### src/rtl/brew_pkg.sv
// Shared definitions for the brew sequencer: FSM state encoding, drink codes,
// per-drink phase durations (in ticks) and helpers that look them up.
package brew_pkg;

  typedef enum logic [2:0] {
    ST_IDLE,
    ST_WATER,
    ST_POWDER,
    ST_MIX,
    ST_DONE
  } state_e;

  localparam logic [1:0] DRINK_ESPRESSO  = 2'd0;
  localparam logic [1:0] DRINK_COFFEE    = 2'd1;
  localparam logic [1:0] DRINK_CHOCOLATE = 2'd2;
  localparam logic [1:0] DRINK_INVALID   = 2'd3;

  localparam int unsigned DUR_ESP_WATER  = 4;
  localparam int unsigned DUR_ESP_POWDER = 2;
  localparam int unsigned DUR_ESP_MIX    = 3;
  localparam int unsigned DUR_COF_WATER  = 8;
  localparam int unsigned DUR_COF_POWDER = 3;
  localparam int unsigned DUR_COF_MIX    = 4;
  localparam int unsigned DUR_CHO_WATER  = 6;
  localparam int unsigned DUR_CHO_POWDER = 5;
  localparam int unsigned DUR_CHO_MIX    = 0;

  // Duration of a phase for a drink; 0 for non-phase states and the invalid code.
  function automatic int unsigned phase_dur(input logic [1:0] drink, input state_e st);
    int unsigned d;
    d = 0;
    unique case (drink)
      DRINK_ESPRESSO:
        d = (st == ST_WATER) ? DUR_ESP_WATER : (st == ST_POWDER) ? DUR_ESP_POWDER :
            (st == ST_MIX) ? DUR_ESP_MIX : 0;
      DRINK_COFFEE:
        d = (st == ST_WATER) ? DUR_COF_WATER : (st == ST_POWDER) ? DUR_COF_POWDER :
            (st == ST_MIX) ? DUR_COF_MIX : 0;
      DRINK_CHOCOLATE:
        d = (st == ST_WATER) ? DUR_CHO_WATER : (st == ST_POWDER) ? DUR_CHO_POWDER :
            (st == ST_MIX) ? DUR_CHO_MIX : 0;
      default: d = 0;
    endcase
    return d;
  endfunction

  // Phase that follows st, skipping any phase whose duration is zero.
  function automatic state_e next_phase(input logic [1:0] drink, input state_e st);
    state_e n;
    n = ST_DONE;
    if (st == ST_WATER) begin
      if (phase_dur(drink, ST_POWDER) != 0)   n = ST_POWDER;
      else if (phase_dur(drink, ST_MIX) != 0) n = ST_MIX;
    end else if (st == ST_POWDER) begin
      if (phase_dur(drink, ST_MIX) != 0)      n = ST_MIX;
    end
    return n;
  endfunction

endpackage

### src/rtl/tick_sync.sv
// Synchronizes the slow tick square wave into the clk domain and emits a
// one-clk pulse per rising edge.
// Ports: i_clk, i_clear_n (async active-low), i_tick_in (async), o_tick (pulse).
module tick_sync #(
  parameter int unsigned SYNC_STAGES = 2
) (
  input  logic i_clk,
  input  logic i_clear_n,
  input  logic i_tick_in,
  output logic o_tick
);

  logic [SYNC_STAGES-1:0] r_sync;
  logic [SYNC_STAGES-1:0] r_vld;
  logic                   r_prev;
  logic                   r_armed;
  logic                   w_sync_out;

  assign w_sync_out = r_sync[SYNC_STAGES-1];

  // r_vld tracks when the chain holds real samples; edges are only accepted
  // once a genuine low level has been seen, so a level already high at reset
  // release is not mistaken for a rising edge.
  always_ff @(posedge i_clk or negedge i_clear_n) begin
    if (!i_clear_n) begin
      r_sync  <= '0;
      r_vld   <= '0;
      r_prev  <= 1'b0;
      r_armed <= 1'b0;
    end else begin
      r_sync[0] <= i_tick_in;
      r_vld[0]  <= 1'b1;
      for (int unsigned i = 1; i < SYNC_STAGES; i++) begin
        r_sync[i] <= r_sync[i-1];
        r_vld[i]  <= r_vld[i-1];
      end
      r_prev <= w_sync_out;
      if (r_vld[SYNC_STAGES-1] && !w_sync_out) r_armed <= 1'b1;
    end
  end

  assign o_tick = r_armed & w_sync_out & ~r_prev;

endmodule

### src/rtl/brew_sequencer.sv
// Drink brewing sequencer: IDLE -> WATER -> POWDER -> MIX -> DONE, each phase
// timed in synchronized ticks. All outputs are registered.
// Ports: clk, clear (async active-low), tick_in (async slow wave), start,
// drink_sel[1:0], abort; outputs busy, valve_water, dose_powder, motor_mix,
// done, phase[1:0], secs_left[TIME_W-1:0].
module brew_sequencer
  import brew_pkg::*;
#(
  parameter int unsigned SYNC_STAGES = 2,
  parameter int unsigned TIME_W      = 4
) (
  input  logic              clk,
  input  logic              clear,
  input  logic              tick_in,
  input  logic              start,
  input  logic [1:0]        drink_sel,
  input  logic              abort,
  output logic              busy,
  output logic              valve_water,
  output logic              dose_powder,
  output logic              motor_mix,
  output logic              done,
  output logic [1:0]        phase,
  output logic [TIME_W-1:0] secs_left
);

  logic              w_tick;
  state_e            r_state, w_next_state;
  logic [TIME_W-1:0] r_secs, w_next_secs;
  logic [1:0]        r_drink, w_next_drink;
  logic              r_busy, r_valve, r_dose, r_motor, r_done;
  logic [1:0]        r_phase;
  logic              w_busy, w_valve, w_dose, w_motor, w_done;
  logic [1:0]        w_phase;

  tick_sync #(
    .SYNC_STAGES(SYNC_STAGES)
  ) u_tick_sync (
    .i_clk     (clk),
    .i_clear_n (clear),
    .i_tick_in (tick_in),
    .o_tick    (w_tick)
  );

  // State, counter and output registers; outputs are loaded from the decoded
  // next state so they line up with the state they describe.
  always_ff @(posedge clk or negedge clear) begin
    if (!clear) begin
      r_state <= ST_IDLE;
      r_secs  <= '0;
      r_drink <= '0;
      r_busy  <= 1'b0;
      r_valve <= 1'b0;
      r_dose  <= 1'b0;
      r_motor <= 1'b0;
      r_done  <= 1'b0;
      r_phase <= '0;
    end else begin
      r_state <= w_next_state;
      r_secs  <= w_next_secs;
      r_drink <= w_next_drink;
      r_busy  <= w_busy;
      r_valve <= w_valve;
      r_dose  <= w_dose;
      r_motor <= w_motor;
      r_done  <= w_done;
      r_phase <= w_phase;
    end
  end

  always_comb begin
    w_next_state = r_state;
    w_next_secs  = r_secs;
    w_next_drink = r_drink;
    unique case (r_state)
      ST_IDLE: begin
        if (!abort && start && (drink_sel != DRINK_INVALID)) begin
          w_next_state = ST_WATER;
          w_next_drink = drink_sel;
          w_next_secs  = TIME_W'(phase_dur(drink_sel, ST_WATER));
        end
      end
      ST_WATER, ST_POWDER, ST_MIX: begin
        if (abort) begin
          w_next_state = ST_IDLE;
          w_next_secs  = '0;
        end else if (w_tick && (r_secs != '0)) begin
          if (r_secs == TIME_W'(1)) begin
            w_next_state = next_phase(r_drink, r_state);
            w_next_secs  = TIME_W'(phase_dur(r_drink, w_next_state));
          end else begin
            w_next_secs = r_secs - TIME_W'(1);
          end
        end
      end
      ST_DONE: begin
        w_next_state = ST_IDLE;
        w_next_secs  = '0;
      end
      default: begin
        w_next_state = ST_IDLE;
        w_next_secs  = '0;
      end
    endcase
  end

  always_comb begin
    w_busy  = 1'b0;
    w_valve = 1'b0;
    w_dose  = 1'b0;
    w_motor = 1'b0;
    w_done  = 1'b0;
    w_phase = 2'd0;
    unique case (w_next_state)
      ST_WATER:  begin w_busy = 1'b1; w_valve = 1'b1; w_phase = 2'd1; end
      ST_POWDER: begin w_busy = 1'b1; w_dose  = 1'b1; w_phase = 2'd2; end
      ST_MIX:    begin w_busy = 1'b1; w_motor = 1'b1; w_phase = 2'd3; end
      ST_DONE:   w_done = 1'b1;
      default:   w_phase = 2'd0;
    endcase
  end

  assign busy        = r_busy;
  assign valve_water = r_valve;
  assign dose_powder = r_dose;
  assign motor_mix   = r_motor;
  assign done        = r_done;
  assign phase       = r_phase;
  assign secs_left   = r_secs;

endmodule
### config.mk
export PLATFORM = sky130hd
export DESIGN_NAME = brew_sequencer
export DESIGN_NICKNAME = d
export VERILOG_FILES = /design/src/rtl/brew_pkg.sv /design/src/rtl/tick_sync.sv /design/src/rtl/brew_sequencer.sv
export SDC_FILE = /design/constraint.sdc
export NUM_CORES = 1
export LEC_CHECK = 0
export ABC_CLOCK_PERIOD_IN_PS = 2200
export CORE_MARGIN = 2
export CORE_UTILIZATION = 45
export CTS_CLUSTER_DIAMETER = 60
export DETAILED_ROUTE_END_ITERATION = 10
export PLACE_DENSITY = 0.69
export RECOVER_POWER = 25
export SLEW_MARGIN = 20
export SYNTH_ARGS = -nofsm -noshare
export SYNTH_HDL_FRONTEND = slang
export SYNTH_SLANG_ARGS = --single-unit
export TNS_END_PERCENT = 1
### constraint.sdc
create_clock -name clk -period 2.2 [get_ports clk]
set_clock_uncertainty 0.2 [all_clocks]
set_input_delay 0.66 -clock clk [delete_from_list [all_inputs] [get_ports clk]]
set_output_delay 0.66 -clock clk [all_outputs]
set_load 0.1 [all_outputs]
==> metrics.txt, run 1 <==
first-pass GRT wire length 3970 um; Worst VDD drop 0.973 mV; Clock Path Buffers 2; final wirelength 2350 um; average wire per standard cell 14.4 um; syn_area_per_cell 11.0 um2; Final min period around 2.1 ns; Placed Cells 159; Core Region 2430 um2; fill count 192; worst-margin pin slew 0.528 ns; P&R area growth vs syn 41.2%; sequential fraction of the synthesis area 0.487; Initial Utilization 0.465; Hold Fails Final Rpt 0; gr usage total 0.191; Cell variety after synth 46; Synth Cell Area 1130 um2; post-synthesis cell count 103; Net Sw Power around 0.00066 W; Int Pwr 0.000981 W; clock network power share 0.182; CP Max Fanout 6; synth top area cells dfrtp_1 49%, mux2_2 4.0%, nand2_1 2.3%; Synth Register Bits 22; Reg power frac 0.334; CTS tree done; diode count 0; Setup TNS 0 ns; fmax 470 MHz; dpl cell area 1530 um2; Final period util 0.967; RSZ-0062 raised after global routing no; Post-synth EDFFs 0; antenna violations before repair 0; Final Slew Violations 0; switching part of the total 0.404; Rel. slew slack 0.648; Yosys top cell by area dfrtp_1; fin nets 143; largest net degree at the start of global routing 23; clock sinks 22; Routability Congestion 0.945; Synth warnings 0; routed vias 878; die area 2930 um2; CTS resizes 0; IO Pins 18; reg2reg start secs_left[1]; Num CTS Buffers 3; critical path capture point type register; Antenna Nets Post-Route 0; number of iterations in the first detailed-routing pass 4; CTS root buf clkbuf_4; Leakage around 0.67 nW; DRT iter0 DRCs 11; GRT overflow 0; combinational share of power 0.485; Residual DRC 0; vias per cell 5.39; clk slew on worst S/H paths 0.11 ns; outcome completed; critical path arrival 2.12 ns; final instance area 1600 um2; Max-Cap Viols 0; Worst Setup SP abort; vias in the first global route about 850; ys async rst share 1.00; top_reg_cell synth dfrtp_1; # setup viols final 0; worst path required time 2.19 ns; Syn Nets 112; layout cell share with drive strength beyond 1 0.398; # port buffers 17; DP HPWL 1830 um; worst skew pair latency 0.30 ns; die width between 50 and 60 um; power density cells between 1000 and 1500 nW/um2; Cell Rows 18; area share of the largest cell type after synthesis 0.487; DIE HEIGHT around 54 um; critical path class in2reg; Setup Buffers After CTS 0; Post-CTS Hold Buffers 0; Finished Layout Cells 163; hold crit path type reg2reg; # H-tree levels 1; hold path start u_tick_sync.r_vld[0]; Critical Path Start Type input pin
## power groups by stage
stage	Clock (W)	Combinational, W	Sequential (W)
6_report	0.000299	0.000797	0.000549
3_3_place_gp	0	0.000781	0.000551
3_5_place_dp	0	0.000785	0.000556
4_1_cts	0.000310	0.000787	0.000547
5_1_grt	0.000330	0.000839	0.000560
2_1_floorplan	0	0.000266	0.000776
## cell families after synthesis
kind of cell    after synthesis  synth area share
simple gates                 42             0.229
fa+ha+maj                     2            0.0221
xor+xnor                      3            0.0232
other cells                   1           0.00332
compound gates               20             0.159
flops                        22             0.487
buf+inv                       9            0.0365
mux                           4            0.0398
## cells in the mapped netlist, drive strengths merged (2+ instances only)
cell / number
nor3b: 4
a21oi: 2
or3b: 3
nand3: 3
dfrtp: 22
nor3: 4
nor4: 2
nor2: 7
inv: 6
clkbuf: 2
xnor2: 2
mux2: 4
nor2b: 2
nand2: 7
ha: 2
o31ai: 2
nand3b: 3
o21ai: 2
## sequential cells by signal (all words and copies together), names as in the netlist
register and cells:
busy 1, done 1, dose_powder 1, motor_mix 1, phase 2, r_drink 2, r_state 3, secs_left 4
u_tick_sync.r_armed 1, u_tick_sync.r_prev 1, u_tick_sync.r_sync 2, u_tick_sync.r_vld 2, valve_water 1
## path summary, 6_finish.rpt
check / end / slack, ns / depth (start not counted)
worst max register to register: busy / 0.08 / 7
min in group asynchronous: valve_water / 0.65 / 2
max in group asynchronous: secs_left[0] / 0.75 / 2
worst max-delay path: secs_left[3] / 0.07 / 5
worst min-delay path: u_tick_sync.r_vld[1] / 0.16 / 0
worst min register to register: u_tick_sync.r_vld[1] / 0.16 / 0
## cells in the final DEF (no fill, tap or decap), drive strengths merged, types with 2 or more instances in the layout
cell           count
clkdlybuf4s50      4
nor3               4
or3b               3
nand3b             3
mux2               4
nand3              3
dfrtp             22
clkbuf             4
dlygate4sd3        2
nand2              7
nor2b              2
ha                 2
a21oi              2
nor3b              4
buf               22
o31ai              2
nor4               2
inv                6
xnor2              2
o21ai              2
nor2               7
## worst max-delay path, cell delays in order
cell and delay (ns):
clkdlybuf4s50_1 0.48, nor2_1 0.10, and2_1 0.21, a22oi_2 0.29
mux2_2 0.38
## final cells by class
cell class                      count  area (um2)  share of cell area
Sequential cell                    22         561               0.351
Multi-Input combinational cell     72         552               0.346
Timing Repair Buffer               29         372               0.233
Tap cell                           30        37.5              0.0235
Clock inverter                      1        30.0              0.0188
Clock buffer                        3        22.5              0.0141
Inverter                            6        22.5              0.0141
## through the flow
stage / power, W / hold WS (ns) / setup slack, ns / util
final: 0.00165 / 0.161 / 0.0726 / 0.656
after global routing: 0.00173 / 0.169 / 0.000135 / 0.656
after CTS: 0.00164 / 0.165 / 0.0146 / 0.652
after detailed placement: 0.00134 / 0.137 / -0.247 / 0.630
after global placement: 0.00133 / 0.132 / -0.176 / 0.630
after floorplan: 0.00104 / 0.131 / -0.0319 / -
## layer usage
layer  vias to the layer above  global-route usage  routed length (um)
met4                         0              0.0625                  12
li1                        434                   -                   -
met2                        12               0.309                1210
met1                       430               0.255                1060
met3                         2              0.0361                  69
met5                         -                   0                   0
Note: power is estimated with default switching activity, not from simulation.
==> inputs of run 2 (changes only) <==
--- a/config.mk
+++ b/config.mk
@@ -10,8 +10,10 @@
 export CORE_UTILIZATION = 45
 export CTS_CLUSTER_DIAMETER = 60
 export DETAILED_ROUTE_END_ITERATION = 10
+export HOLD_SLACK_MARGIN = 0.15
 export PLACE_DENSITY = 0.69
 export RECOVER_POWER = 25
+export SETUP_SLACK_MARGIN = 0.1
 export SLEW_MARGIN = 20
 export SYNTH_ARGS = -nofsm -noshare
 export SYNTH_HDL_FRONTEND = slang
==> metrics.txt, run 2 (synthesized netlist as in run 1, its figures left out) <==
vias per cell 5.53 (was 5.39); average wire per standard cell 14.8 um (was 14.4 um); fill count 185 (was 192); post-place setup slack -0.158 ns (was -0.247 ns); critical path class reg2reg (was in2reg); flip-flop count of the largest register after layout 4 (unchanged); CP Max Fanout 4 (was 6); reg2reg start secs_left[1] (unchanged); Core Region 2430 um2 (unchanged); Cell Rows 18 (unchanged); DIE HEIGHT 54.1 um (unchanged); # port buffers 17 (unchanged); # setup viols final 0 (unchanged); worst-margin pin slew 0.549 ns (was 0.528 ns); die width 54.1 um (unchanged); power density cells 1040 nW/um2 (was 1030 nW/um2); worst path required time 2.20 ns (was 2.19 ns); final wirelength 2410 um (was 2350 um); Critical Path Start Type register (was input pin); DRT iter0 DRCs 37 (was 11); clock sinks 22 (unchanged); vias in the first global route 905 (was 853); Residual DRC 0 (unchanged); hold crit path type reg2reg (unchanged); Hold Path Stages 0 (unchanged); Worst VDD drop 1.16 mV (was 0.973 mV); Setup TNS 0 ns (unchanged); IO Pins 18 (unchanged); Final Slew Violations 0 (unchanged); Critical R2R Capture valve_water (was busy); # H-tree levels 1 (unchanged); die area 2930 um2 (unchanged); Max-Cap Viols 0 (unchanged); Routability Congestion 0.966 (was 0.945); Worst Reg-to-Reg Cells 7 (unchanged); most frequent cells in the layout 18 x dfrtp_1, 11 x buf_12, 11 x buf_4 (was 18 x dfrtp_1, 11 x buf_12, 10 x buf_4); outcome completed (unchanged); final worst slack 0.152 ns (was 0.0726 ns); diode count 0 (unchanged); Initial Utilization 0.465 (unchanged); worst skew pair latency 0.30 ns (about the same); gr usage total 0.190 (was 0.191); critical path capture point type register (unchanged); R2R Setup Slk 0.15 ns (was 0.08 ns); Antenna Nets Post-Route 0 (unchanged); Clock Path Buffers 2 (unchanged); GRT overflow 0 (unchanged); Worst Setup SP secs_left[1] (was abort); Final min period 2.05 ns (was 2.13 ns); CTS tree done (unchanged); RSZ-0062 raised after global routing yes (was no); first-pass GRT wire length 3980 um (was 3970 um); layout cell share with drive strength beyond 1 0.406 (was 0.398); Hold Fails Final Rpt 0 (unchanged); fin nets 143 (unchanged); Post-CTS Hold Buffers 0 (unchanged); antenna violations before repair 0 (unchanged); Util after Layout 0.663 (was 0.656); DP HPWL 1820 um (was 1830 um); CTS root buf clkbuf_4 (unchanged); clk slew on worst S/H paths 0.12 ns (was 0.11 ns); routed vias 902 (was 878); Leakage 0.677 nW (was 0.670 nW); number of iterations in the first detailed-routing pass 4 (unchanged); fmax 488 MHz (was 470 MHz); Final period util 0.931 (was 0.967); largest net degree at the start of global routing 23 (unchanged); Rel. slew slack 0.634 (was 0.648); Num CTS Buffers 3 (unchanged); critical path arrival 2.05 ns (was 2.12 ns); commonest non-fill, non-tap cell in the layout dfrtp_1 (unchanged); P&R area growth vs syn 42.5% (was 41.2%); Hold EP u_tick_sync.r_vld[1] (unchanged); hold path start u_tick_sync.r_vld[0] (unchanged)
-- run 2: cell counts in the layout (fill, tap and decap cells not counted) --
No cell type changed its count.
-- run 2: per-stage QoR --
stage,hold slack (ns),cell area (um2),cells,total power [W]
after floorplan,0.131,1160,103,0.00106
after global placement,0.131,1540,157,0.00134
after detailed placement,0.146,1540,157,0.00135
after CTS,0.175,1590,161,0.00166
after global routing,0.181,1610,163,0.00174
final,0.171,1610,163,0.00167
-- run 2: what timing repair did --
action	4_1_cts	5_1_grt
pin swaps	0	1
buffers inserted	0	2
endpoints found under the setup margin	5	6
endpoints found under the hold margin	0	0
gates resized for setup	1	1
-- run 2: worst max-delay path by stage --
| stage | endpoint | slack [ns] | cells past startpoint |
|---|---|---|---|
| after global placement | secs_left[1] | -0.13 | 5 |
| after floorplan | valve_water | 0.02 | 8 |
| after global routing | dose_powder | 0.06 | 7 |
| final | valve_water | 0.15 | 7 |
| after CTS | secs_left[2] | 0.14 | 6 |
| after detailed placement | secs_left[2] | -0.16 | 5 |
-- run 2: report_power, final --
group          total (W)  switching [W]  internal [W]
Sequential      0.000554      0.0000892      0.000465
Clock           0.000303       0.000119      0.000184
Combinational   0.000811       0.000471      0.000340
-- run 2: final cells by class --
type                            instances  area (um2)  share of cell area
Inverter                                6        22.5              0.0140
Tap cell                               30        37.5              0.0233
Timing Repair Buffer                   29         368               0.228
Multi-Input combinational cell         72         571               0.354
Sequential cell                        22         561               0.348
Clock inverter                          1        30.0              0.0186
Clock buffer                            3        22.5              0.0140
-- run 2: critical path, stage by stage, from the launching register on --
cell and delay, ns:
dfrtp_4 0.49, inv_2 0.08, ha_4 0.12, or3b_4 0.42
o311ai_4 0.26, o211a_4 0.23, inv_2 0.05, o21a_1 0.09
-- run 2: metal layers --
layer | GRT usage | wire [um] | vias up
li1 | - | - | 435
met1 | 0.238 | 1040 | 432
met2 | 0.319 | 1230 | 31
met3 | 0.0250 | 116 | 4
met4 | 0.0917 | 28 | 0
met5 | 0 | 0 | -
